===== config.mk =====
export PLATFORM = sky130hd
export DESIGN_NAME = cr16_fib_sequencer_fsm
export DESIGN_NICKNAME = d
export VERILOG_FILES = /design/src/rtl/cr16_defs.sv /design/src/rtl/cr16_step_divider.sv /design/src/rtl/cr16_fib_sequencer_fsm.sv
export SDC_FILE = /design/constraint.sdc
export NUM_CORES = 1
export LEC_CHECK = 0
export CORE_UTILIZATION = 46
export DETAILED_ROUTE_END_ITERATION = 16
export PLACE_DENSITY = 0.84
export SYNTH_ARGS = -nofsm -noshare
export SYNTH_HDL_FRONTEND = slang
export SYNTH_SLANG_ARGS = --single-unit

===== constraint.sdc =====
create_clock -name I_CLK -period 4.3 [get_ports I_CLK]
set_input_delay 0.645 -clock I_CLK [delete_from_list [all_inputs] [get_ports I_CLK]]
set_output_delay 0.645 -clock I_CLK [all_outputs]
set_load 0.01 [all_outputs]

===== src/rtl/cr16_defs.sv =====
// Shared definitions for the cr16 datapath test controller: ALU opcodes,
// sequencer state encodings and register-file size.
package cr16_defs;

  localparam int unsigned NUM_REGS = 16;

  typedef enum logic [3:0] {
    OP_PASS = 4'h0,
    OP_ADD  = 4'h1,
    OP_SUB  = 4'h2,
    OP_AND  = 4'h3,
    OP_OR   = 4'h4,
    OP_XOR  = 4'h5,
    OP_NOT  = 4'h6,
    OP_SHL  = 4'h7,
    OP_SHR  = 4'h8
  } alu_op_e;

  typedef enum logic [1:0] {
    S_IDLE    = 2'd0,
    S_PRELOAD = 2'd1,
    S_COMPUTE = 2'd2,
    S_DONE    = 2'd3
  } seq_state_e;

  function automatic logic [NUM_REGS-1:0] reg_onehot(input logic [3:0] idx);
    return NUM_REGS'(1) << idx;
  endfunction

endpackage


===== src/rtl/cr16_step_divider.sv =====
// Dwell counter for the Fibonacci sequencer: counts 0..STEP_CYCLES-1 while enabled
// and flags the last cycle of each dwell with a one-cycle tick.
module cr16_step_divider #(
  parameter int unsigned STEP_CYCLES = 1
) (
  input  logic I_CLK,
  input  logic I_NRESET,
  input  logic I_ENABLE,
  output logic O_TICK
);

  localparam int unsigned CNT_W = (STEP_CYCLES > 1) ? $clog2(STEP_CYCLES) : 1;
  localparam logic [CNT_W-1:0] CNT_LAST = CNT_W'(STEP_CYCLES - 1);

  logic [CNT_W-1:0] cnt_q;

  assign O_TICK = I_ENABLE && (cnt_q == CNT_LAST);

  always_ff @(posedge I_CLK or negedge I_NRESET) begin
    if (!I_NRESET) begin
      cnt_q <= '0;
    end else if (I_ENABLE) begin
      cnt_q <= O_TICK ? '0 : cnt_q + 1'b1;
    end
  end

endmodule


===== src/rtl/cr16_fib_sequencer_fsm.sv =====
// Hard-coded program sequencer: preloads two seeds into r0/r1, then fills r2..rLAST_REG
// with a Fibonacci sequence via the datapath ALU. CR16_FIB_LOOP_EN makes the program repeat.
module cr16_fib_sequencer_fsm
  import cr16_defs::*;
#(
  parameter int unsigned STEP_CYCLES = 1,
  parameter logic [15:0] SEED0       = 16'd0,
  parameter logic [15:0] SEED1       = 16'd1,
  parameter int unsigned LAST_REG    = 15
) (
  input  logic        I_CLK,
  input  logic        I_NRESET,
  input  logic        I_ENABLE,
  output logic [3:0]  O_OPCODE,
  output logic [3:0]  O_READ_PORT_A_SEL,
  output logic [3:0]  O_READ_PORT_B_SEL,
  output logic [15:0] O_REG_ENABLE,
  output logic [15:0] O_PRELOAD_IMM,
  output logic        O_IMM_SEL,
  output logic [3:0]  O_STEP,
  output logic        O_DONE
);

  localparam logic [3:0] LAST_STEP = 4'(LAST_REG);

  seq_state_e  state_q;
  logic        active;
  logic        tick;
  logic        restart;
  logic [3:0]  nxt_step;
  logic [3:0]  nxt_opcode;
  logic [3:0]  nxt_a_sel;
  logic [3:0]  nxt_b_sel;
  logic        nxt_imm_sel;
  logic [15:0] nxt_imm;

  assign active = (state_q == S_PRELOAD) || (state_q == S_COMPUTE);

  // The divider only runs while a step is actually dwelling, so pausing freezes it too.
  cr16_step_divider #(
    .STEP_CYCLES(STEP_CYCLES)
  ) u_step_divider (
    .I_CLK   (I_CLK),
    .I_NRESET(I_NRESET),
    .I_ENABLE(I_ENABLE && active),
    .O_TICK  (tick)
  );

  // tick already includes I_ENABLE, so a pause drops the write strobe immediately.
  assign O_REG_ENABLE = tick ? reg_onehot(O_STEP) : '0;

  // Control word for the step that will be entered on the next advance.
  always_comb begin
    restart     = (state_q == S_IDLE) || (state_q == S_DONE);
    nxt_step    = restart ? 4'd0 : O_STEP + 4'd1;
    nxt_imm_sel = (nxt_step < 4'd2);
    nxt_imm     = '0;
    if (nxt_step == 4'd0) begin
      nxt_imm = SEED0;
    end else if (nxt_step == 4'd1) begin
      nxt_imm = SEED1;
    end
    nxt_opcode = nxt_imm_sel ? OP_PASS : OP_ADD;
    nxt_a_sel  = nxt_imm_sel ? 4'd0 : nxt_step - 4'd1;
    nxt_b_sel  = nxt_imm_sel ? 4'd0 : nxt_step - 4'd2;
  end

  always_ff @(posedge I_CLK or negedge I_NRESET) begin
    if (!I_NRESET) begin
      state_q           <= S_IDLE;
      O_STEP            <= '0;
      O_OPCODE          <= '0;
      O_READ_PORT_A_SEL <= '0;
      O_READ_PORT_B_SEL <= '0;
      O_PRELOAD_IMM     <= '0;
      O_IMM_SEL         <= 1'b0;
      O_DONE            <= 1'b0;
    end else if (I_ENABLE) begin
      unique case (state_q)
        S_IDLE: begin
          state_q           <= S_PRELOAD;
          O_STEP            <= nxt_step;
          O_OPCODE          <= nxt_opcode;
          O_READ_PORT_A_SEL <= nxt_a_sel;
          O_READ_PORT_B_SEL <= nxt_b_sel;
          O_PRELOAD_IMM     <= nxt_imm;
          O_IMM_SEL         <= nxt_imm_sel;
        end
        S_PRELOAD, S_COMPUTE: begin
          if (tick) begin
            if (O_STEP == LAST_STEP) begin
              state_q <= S_DONE;
              O_DONE  <= 1'b1;
            end else begin
              state_q           <= nxt_imm_sel ? S_PRELOAD : S_COMPUTE;
              O_STEP            <= nxt_step;
              O_OPCODE          <= nxt_opcode;
              O_READ_PORT_A_SEL <= nxt_a_sel;
              O_READ_PORT_B_SEL <= nxt_b_sel;
              O_PRELOAD_IMM     <= nxt_imm;
              O_IMM_SEL         <= nxt_imm_sel;
            end
          end
        end
        S_DONE: begin
`ifdef CR16_FIB_LOOP_EN
          state_q           <= S_PRELOAD;
          O_DONE            <= 1'b0;
          O_STEP            <= nxt_step;
          O_OPCODE          <= nxt_opcode;
          O_READ_PORT_A_SEL <= nxt_a_sel;
          O_READ_PORT_B_SEL <= nxt_b_sel;
          O_PRELOAD_IMM     <= nxt_imm;
          O_IMM_SEL         <= nxt_imm_sel;
`else
          state_q <= S_DONE;
`endif
        end
      endcase
    end
  end

endmodule


==> metrics.txt, run 1 <==
hpwl dp approximately 2100 microns; clock power share 0.084; GR Layer Usage met2 0.3219; Num CTS Buffers 3; met3 usage 0.02791; remaining antenna violation count 0; Cells after Synth ~150; Yosys reg bits 19; vias post-DR 1073; Final Setup Violations 0; worst reg2reg startpoint O_STEP[2]; Clk Latency, worst-skew pair around 0.30 ns; CTS clock-pin slew for the worst setup and hold paths 0.11 ns; largest net degree at the start of global routing 20; commonest non-fill, non-tap cell in the layout clkdlybuf4s50_1; initial core utilization 0.4851; register area share after synthesis 0.3585; Layout Utilization 0.6000; clk buf depth 2; number of global-route vias before repair roughly 1000; CP Launch Type register; WP buf/inv 3; Cell Chain, Critical Path inv_1, ha_1, inv_1, nor3_1, and3_1, clkdlybuf4s50_1; top-area cell type share of the netlist area 0.3585; Comb pwr share 0.630; H-Tree Depth 1; Initial DRC Count 15; WL final between 2000 and 3000 microns; Port Buf Inserts 34; CP max stage delay 0.55 ns; Top cell by count, worst path inv_1; die width about 56 microns; CP Max Fanout 14; Highest Clock Rate between 200 and 300 MHz; sw frac 0.4613; M1 GR Usage 0.2154; crit-path leading delay family simple AND/OR/NAND/NOR gates; Chip Height roughly 56 microns; R2R setup slack just over 2 ns; I/O pins 53; Ys Warns 0; Clock Skew ~0.0087 ns; Tcrit/Tclk final 0.7986; total internal power between 0.0005 and 0.0006 W; RSZ-0062 raised after global routing false; FF-to-FF End O_READ_PORT_A_SEL[3]; R2R depth 7; CP required about 3.7 ns; Syn Area/Cell between 9 and 10 sq um; # diodes 0; hold worst-path end O_DONE; worst hold path startpoint O_DONE; Synth area leaders dfrtp_1 (36%), ha_1 (12%), buf_4 (11%); Slew Viols, Final 0; leading cell types in the layout, fill and taps excluded clkdlybuf4s50_1 (34), dfrtp_1 (19), conb_1 (18); sequential share of power 0.286; worst hold path class register to register; hold_buf cts 0; gpl congestion a little under 0.9; vias per cell 5.085; top cell type by total area after synthesis dfrtp_1; Rel. slew slack 0.4310; root buffer cell clkbuf_4; CTS-repair resized insts 0; fillers approximately 270; die area 3102 sq um; PwrDens approximately 650 nW/um^2; placement row count 19; DR DRC count 0; total of max-cap violations 0; fraction of layout cells with a size suffix above 1 0.04444; type of element capturing the critical path output pin; Max IR drop VDD between 0.4 and 0.5 mV; WL/cell around 13 microns; Setup CP Type register to output pin; Post-CTS Repair Setup Buffers 0; synth unique cells 35; first-pass GRT wire length between 4000 and 5000 microns; Leak just over 0.8 nW; DRT Pass-1 Iters 4; Switch Pwr ~0.00049 W; Most Used Layer, Global Route met2; Worst Path Arrival approximately 2.8 ns; total core area between 2000 and 3000 sq um; total grt overflow 0; CTS tree built; status finished, final reports clean; fin crit period between 3 and 4 ns; CTS sink count 19; final hold violation count 0; setup TNS 0 ns; Mapped Area around 1300 sq um; Crit-path slowest cell nor3_1; Tot GR Track Use 0.1745; antenna violations before repair 0; Hold Crit Depth 1; area growth from synthesis to layout 23.68%; Slew @ Worst Pin 0.8508 ns; fin nets about 200
-- kinds of logic after synthesis --
| group | Yosys count | synth area share |
|---|---|---|
| AO/OA/AOI/OAI | 29 | 0.1415 |
| other | 1 | 0.002827 |
| AND/OR/NAND/NOR | 49 | 0.1943 |
| flip-flops | 19 | 0.3585 |
| buffers and inverters | 31 | 0.1453 |
| adder cells (fa/ha/maj) | 13 | 0.1226 |
| multiplexers | 2 | 0.01604 |
| XOR/XNOR | 2 | 0.01887 |
-- layout make-up --
class                      count  area [sq um]  area share
multi-input combinational    113         721.9      0.4401
sequential                    19         475.5      0.2899
timing repair buffer          34         340.3      0.2075
tap                           31         38.79     0.02365
inverter                      10         37.54     0.02288
clock buffer                   4         26.28     0.01602
-- metrics by stage --
stage / power (W) / instances / hold WS [ns] / cell area (sq um) / worst slack (ns)
after floorplan: 0.0007601 / 163 / 0.3494 / 1390 / 2.066
after global placement: 0.0009572 / 207 / 0.4609 / 1614 / 1.097
after detailed placement: 0.0009851 / 207 / 0.4696 / 1614 / 0.9992
after CTS: 0.001081 / 211 / 0.4979 / 1640 / 0.8519
after global routing: 0.001172 / 211 / 0.5217 / 1640 / 0.6700
final: 0.001072 / 211 / 0.4911 / 1640 / 0.8659
-- power by group through the flow --
stage | sequential [W] | combinational (W) | clock [W]
final | 0.000307 | 0.000676 | 0.0000898
after global placement | 0.000306 | 0.000651 | 0
after CTS | 0.000308 | 0.000680 | 0.0000933
after detailed placement | 0.000311 | 0.000674 | 0
after floorplan | 0.000319 | 0.000441 | 0
after global routing | 0.000320 | 0.000754 | 0.0000977
-- state kept, by name, indices dropped and copies added, names as in the netlist --
register / flops
O_READ_PORT_A_SEL: 4
O_READ_PORT_B_SEL: 4
O_STEP: 4
state_q: 2
O_DONE: 1
O_IMM_SEL: 1
O_OPCODE: 1
O_PRELOAD_IMM: 1
u_step_divider.cnt_q: 1
-- synth_stat cells --
cell	number
a311oi_1	1
ha_1	13
inv_1	10
a31oi_1	1
a21boi_0	1
xor2_2	1
a211o_1	1
xor2_1	1
a22oi_1	1
clkbuf_2	1
a21oi_1	4
nand3b_2	1
a21boi_1	1
nor2b_1	1
o21ai_0	11
nand2b_1	3
mux2i_1	1
nand3_2	1
nor2_1	6
and2_1	5
o21bai_1	1
conb_1	1
a21bo_2	1
nor3_1	1
mux2_2	1
and3_1	13
buf_4	20
o41ai_1	2
dfrtp_1	19
nand4_1	1
a21o_1	1
o31ai_1	2
nand2_1	16
a2bb2oi_1	1
nand3_1	1
-- metal layers --
layer | vias up | wire, microns
met1 | 501 | 1172
li1 | 527 | -
met4 | 0 | 24
met2 | 43 | 1327
met3 | 2 | 156
met5 | - | 0
-- worst max path at each step --
stage | startpoint | to | slack, ns | cells after the start
after floorplan | state_q[0] | O_REG_ENABLE[0] | 2.07 | 6
after global placement | I_ENABLE | O_REG_ENABLE[0] | 1.10 | 5
after detailed placement | I_ENABLE | O_REG_ENABLE[4] | 1.0 | 5
after CTS | state_q[0] | O_REG_ENABLE[4] | 0.85 | 6
after global routing | state_q[0] | O_REG_ENABLE[4] | 0.67 | 6
final | state_q[0] | O_REG_ENABLE[4] | 0.87 | 6
(Power assumes the default switching activity.)
==> inputs of run 2 (changes only) <==
--- a/config.mk
+++ b/config.mk
@@ -5,9 +5,9 @@
 export SDC_FILE = /design/constraint.sdc
 export NUM_CORES = 1
 export LEC_CHECK = 0
-export CORE_UTILIZATION = 46
+export CORE_UTILIZATION = 43
 export DETAILED_ROUTE_END_ITERATION = 16
-export PLACE_DENSITY = 0.84
+export PLACE_DENSITY = 0.8
 export SYNTH_ARGS = -nofsm -noshare
 export SYNTH_HDL_FRONTEND = slang
 export SYNTH_SLANG_ARGS = --single-unit
==> constraint.sdc (replaced) <==
create_clock -name I_CLK -period 3.2 [get_ports I_CLK]
set_input_delay 0.48 -clock I_CLK [delete_from_list [all_inputs] [get_ports I_CLK]]
set_output_delay 0.48 -clock I_CLK [all_outputs]
set_load 0.01 [all_outputs]
==> metrics.txt, run 2 (synthesis gave the netlist of run 1 again) <==
placement row count 19; # diodes 0; hpwl dp 2051 microns; vias post-DR 1089; Max IR drop VDD about 0.55 mV; vias per cell around 5; H-Tree Depth 1; R2R setup slack approximately 0.88 ns; setup TNS 0 ns; Rel. slew slack 0.4358; largest net degree at the start of global routing 20; leading cell types in the layout, fill and taps excluded clkdlybuf4s50_1 (34), dfrtp_1 (19), conb_1 (18); PwrDens 877.4 nW/um^2; Leak 0.8234 nW; fin nets between 150 and 200; Tcrit/Tclk final 0.9510; Clock Skew ~0.0024 ns; Post-CTS Repair Setup Buffers 0; CTS clock-pin slew for the worst setup and hold paths 0.10 ns; die width between 50 and 60 microns; number of global-route vias before repair 1012; WL/cell roughly 13 microns; CP Max Fanout 14; CP Launch Type register; I/O pins between 50 and 60; failing checks DRC; Initial DRC Count 25; total grt overflow 0; worst hold path class register to register; hold_buf cts 0; DR DRC count 8; Tot Pwr about 0.0014 W; Slew Viols, Final 0; Clk Latency, worst-skew pair around 0.30 ns; antenna violations before repair 0; clk buf depth 2; Final Setup Violations 0; initial core utilization 0.4688; DRT Pass-1 Iters 10; die area 3310 sq um; root buffer cell clkbuf_4; RSZ-0062 raised after global routing false; CTS tree built; fin crit period between 3 and 4 ns; fraction of layout cells with a size suffix above 1 0.05525; biggest regs O_READ_PORT_A_SEL: 4 flops, O_READ_PORT_B_SEL: 4 flops, O_STEP: 4 flops; Highest Clock Rate between 300 and 400 MHz; type of element capturing the critical path output pin; Num CTS Buffers 3; Tot GR Track Use 0.1674; WL final roughly 2700 microns; first-pass GRT wire length between 4000 and 5000 microns; total of max-cap violations 0; gpl congestion 0.8098; CP required roughly 2.7 ns; Port Buf Inserts 34; Setup CP Type register to output pin; area growth from synthesis to layout 24.53%; Worst Path Arrival ~2.6 ns; final hold violation count 0; Layout Utilization 0.5838; CTS-repair resized insts 0; status complete, but fails checks; commonest non-fill, non-tap cell in the layout clkdlybuf4s50_1; CTS sink count 19; remaining antenna violation count 0; Chip Height ~58 microns; total core area between 2000 and 3000 sq um; Slew @ Worst Pin roughly 0.84 ns
[run 2: worst paths after layout]
kind	startpoint	depth (start not counted)	endpoint
worst max-delay path	state_q[0]	7	O_REG_ENABLE[1]
worst min-delay path	O_DONE	1	O_DONE
worst max register to register	O_STEP[2]	7	O_READ_PORT_A_SEL[3]
worst min register to register	O_DONE	1	O_DONE
max in group asynchronous	I_NRESET	1	O_STEP[0]
min in group asynchronous	I_NRESET	1	O_READ_PORT_B_SEL[0]
[run 2: final cells by class]
class,instances,area (sq um)
clock buffer,4,26.28
fill,254,1177
inverter,10,37.54
multi-input combinational,113,725.7
sequential,19,475.5
tap,31,38.79
timing repair buffer,35,347.8
[run 2: worst max-delay path: stages, from the launching register on]
cell             delay, ns
dfrtp_1               0.39
inv_1                 0.07
ha_1                  0.45
a21bo_2               0.30
nor3_1                0.18
buf_4                 0.18
and3_1                0.16
clkdlybuf4s50_1       0.53
[run 2: through the flow]
step | instances | worst slack, ns | hold WS (ns) | instance area (sq um)
final | 212 | 0.1568 | 0.4966 | 1652
after detailed placement | 208 | 0.4150 | 0.4726 | 1622
after CTS | 212 | 0.1376 | 0.5060 | 1648
after global placement | 208 | 0.4746 | 0.4646 | 1622
after global routing | 212 | 0.005747 | 0.5304 | 1652
after floorplan | 163 | 1.109 | 0.1844 | 1390
[run 2: power by group]
part	switching [W]	total [W]	internal, W
clock	0.0000707	0.000119	0.0000486
combinational	0.000512	0.000917	0.000405
sequential	0.0000839	0.000413	0.000329
[run 2: metal layers]
metal,routed length (microns),vias to the layer above,global-route usage
met5,0,-,0
met4,32,0,0.05226
met3,208,3,0.02041
met2,1295,46,0.3023
met1,1144,514,0.2066
li1,-,526,-
==> inputs of run 3 (changes only) <==
--- a/config.mk
+++ b/config.mk
@@ -5,9 +5,10 @@
 export SDC_FILE = /design/constraint.sdc
 export NUM_CORES = 1
 export LEC_CHECK = 0
-export CORE_UTILIZATION = 43
+export CORE_UTILIZATION = 44
 export DETAILED_ROUTE_END_ITERATION = 16
 export PLACE_DENSITY = 0.8
 export SYNTH_ARGS = -nofsm -noshare
 export SYNTH_HDL_FRONTEND = slang
+export SYNTH_HIERARCHICAL = 1
 export SYNTH_SLANG_ARGS = --single-unit
==> metrics.txt, run 3 <==
status finished, final reports clean; Clock Skew 0.001189 ns; biggest regs O_READ_PORT_A_SEL: 4 flops, O_READ_PORT_B_SEL: 4 flops, O_STEP: 4 flops; RSZ-0062 raised after global routing false; root buffer cell clkbuf_4; clk buf depth 2; Port Buf Inserts 34; Syn Area/Cell roughly 9.0 sq um; CP Launch Type register; initial core utilization 0.4648; Initial DRC Count 57; fillers between 200 and 300; most frequent cells after synthesis nand2_1 (24), buf_4 (22), dfrtp_1 (19); Cells after Synth around 160; area growth from synthesis to layout 23.19%; largest net degree at the start of global routing 20; Layout Utilization 0.5725; fraction of layout cells with a size suffix above 1 0.1204; total of max-cap violations 0; Worst Path Arrival 2.28 ns; Synth Area in XOR/XNOR 0.02910; die area roughly 3500 sq um; total internal power 0.0007460 W; gpl congestion ~0.93; Post-Synth Adder-Cell Area 0.1146; leading cell types in the layout, fill and taps excluded clkdlybuf4s50_1 (34), nand2_1 (24), dfrtp_1 (19); Yosys reg bits 19; WL final approximately 2700 microns; clock power share 0.087; total core area roughly 3000 sq um; commonest non-fill, non-tap cell in the layout clkdlybuf4s50_1; final worst slack ~0.44 ns; DP Area 1720 sq um; die width roughly 59 microns; H-Tree Depth 1; vias per cell approximately 4.8; Num CTS Buffers 3; worst hold path class register to register; R2R setup slack about 0.97 ns; total grt overflow 0; I/O pins 53; vias post-DR about 1100; Tcrit/Tclk final 0.8616; most numerous cell in the Yosys netlist nand2_1; Synth area leaders dfrtp_1 (34%), buf_4 (12%), ha_1 (11%); Clk Latency, worst-skew pair approximately 0.30 ns; Slew Viols, Final 0; Post-synth EDFFs 0; ys flop type dfrtp_1; Tot GR Track Use 0.1707; Chip Height 58.79 microns; Comb pwr share 0.634; area fraction in compound gates after synthesis 0.1349; Ys Warns 6; WL/cell 11.36 microns; Rel. slew slack 0.4400; number of global-route vias before repair between 900 and 1000; CTS tree built; sw frac 0.4735; setup TNS 0 ns; register area share after synthesis 0.3351; DRT Pass-1 Iters 4; synth unique cells 43; top-area cell type share of the netlist area 0.3351; # diodes 0; Switch Pwr between 0.0006 and 0.0007 W; antenna violations before repair 0; Tot Pwr around 0.0014 W; Highest Clock Rate about 360 MHz; top cell type by total area after synthesis dfrtp_1; mux contribution to synthesized area 0.01411; Final Setup Violations 0; largest family of logic cells by synthesized area simple AND/OR/NAND/NOR gates; PwrDens around 810 nW/um^2; sequential share of power 0.279; fin crit period ~2.8 ns; CTS-repair resized insts 0; Post-CTS Repair Setup Buffers 0; CTS sink count 19; first-pass GRT wire length about 4400 microns; Leak about 0.8 nW; placement row count 20; Setup CP Type register to output pin; Max IR drop VDD roughly 0.45 mV; Slew @ Worst Pin around 0.84 ns; CTS clock-pin slew for the worst setup and hold paths ~0.11 ns; remaining antenna violation count 0; type of element capturing the critical path output pin; Mapped Area 1419 sq um; DR DRC count 0; CP required 2.72 ns; fin area between 1500 and 2000 sq um; fin nets between 200 and 250; hold_buf cts 0; hpwl dp 2013 microns; final hold violation count 0; dpl ws approximately 0.52 ns; CP Max Fanout 10; asr flop ratio synth 1.000; Synth Area in Simple Gates 0.2160
-- run 3: worst paths after layout --
path                              from              endpoint  depth (start not counted)
setup / recovery            state_q[1]       O_REG_ENABLE[1]                          8
hold / removal             O_OPCODE[0]           O_OPCODE[0]                          2
setup reg to reg            state_q[1]  O_READ_PORT_A_SEL[3]                          8
hold reg to reg            O_OPCODE[0]           O_OPCODE[0]                          2
max in group asynchronous     I_NRESET            state_q[1]                          1
min in group asynchronous     I_NRESET  O_READ_PORT_A_SEL[3]                          1
-- run 3: area by class of cell --
| class | instances | area (sq um) | share of cell area |
|---|---|---|---|
| Multi-Input combinational cell | 121 | 789.5 | 0.4517 |
| Sequential cell | 19 | 475.5 | 0.2720 |
| Timing Repair Buffer | 37 | 362.8 | 0.2076 |
| Tap cell | 44 | 55.05 | 0.03150 |
| Inverter | 10 | 37.54 | 0.02147 |
| Clock buffer | 3 | 22.52 | 0.01288 |
| Clock inverter | 1 | 5.005 | 0.002863 |
-- run 3: worst max-delay path, cell delays in order, from the launching register on --
cell and delay (ns):
dfrtp_1 0.39, inv_1 0.07, ha_1 0.29, and2_1 0.12, nor2b_1 0.13, buf_4 0.17
nand2_1 0.11, nor3_1 0.14, clkdlybuf4s50_1 0.57
-- run 3: cells by family after synthesis --
group                    count (synthesis)
other                                    1
multiplexers                             2
AND/OR/NAND/NOR                         61
AO/OA/AOI/OAI                           24
XOR/XNOR                                 3
adder cells (fa/ha/maj)                 13
buffers and inverters                   34
flip-flops                              19
-- run 3: power groups by stage --
stage / logic (W) / clock network (W) / registers [W]
after floorplan: 0.000647 / 0 / 0.000402
after global placement: 0.000883 / 0 / 0.000398
after detailed placement: 0.000894 / 0 / 0.000401
after CTS: 0.000901 / 0.000127 / 0.000396
final: 0.000898 / 0.000123 / 0.000395
after global routing: 0.00100 / 0.000140 / 0.000411
-- run 3: per-stage QoR --
stage	hold WS, ns	cells
6_report	0.5019	235
2_1_floorplan	0.1844	174
3_5_place_dp	0.4671	231
4_1_cts	0.5041	235
5_1_grt	0.5208	235
3_3_place_gp	0.4723	231
-- run 3: metal layers --
layer	track usage	wire, microns	share of wire
met1	0.2095	1190	0.45
met2	0.2922	1271	0.48
met3	0.03077	162	0.061
met4	0.07483	46	0.017
met5	0	0	0
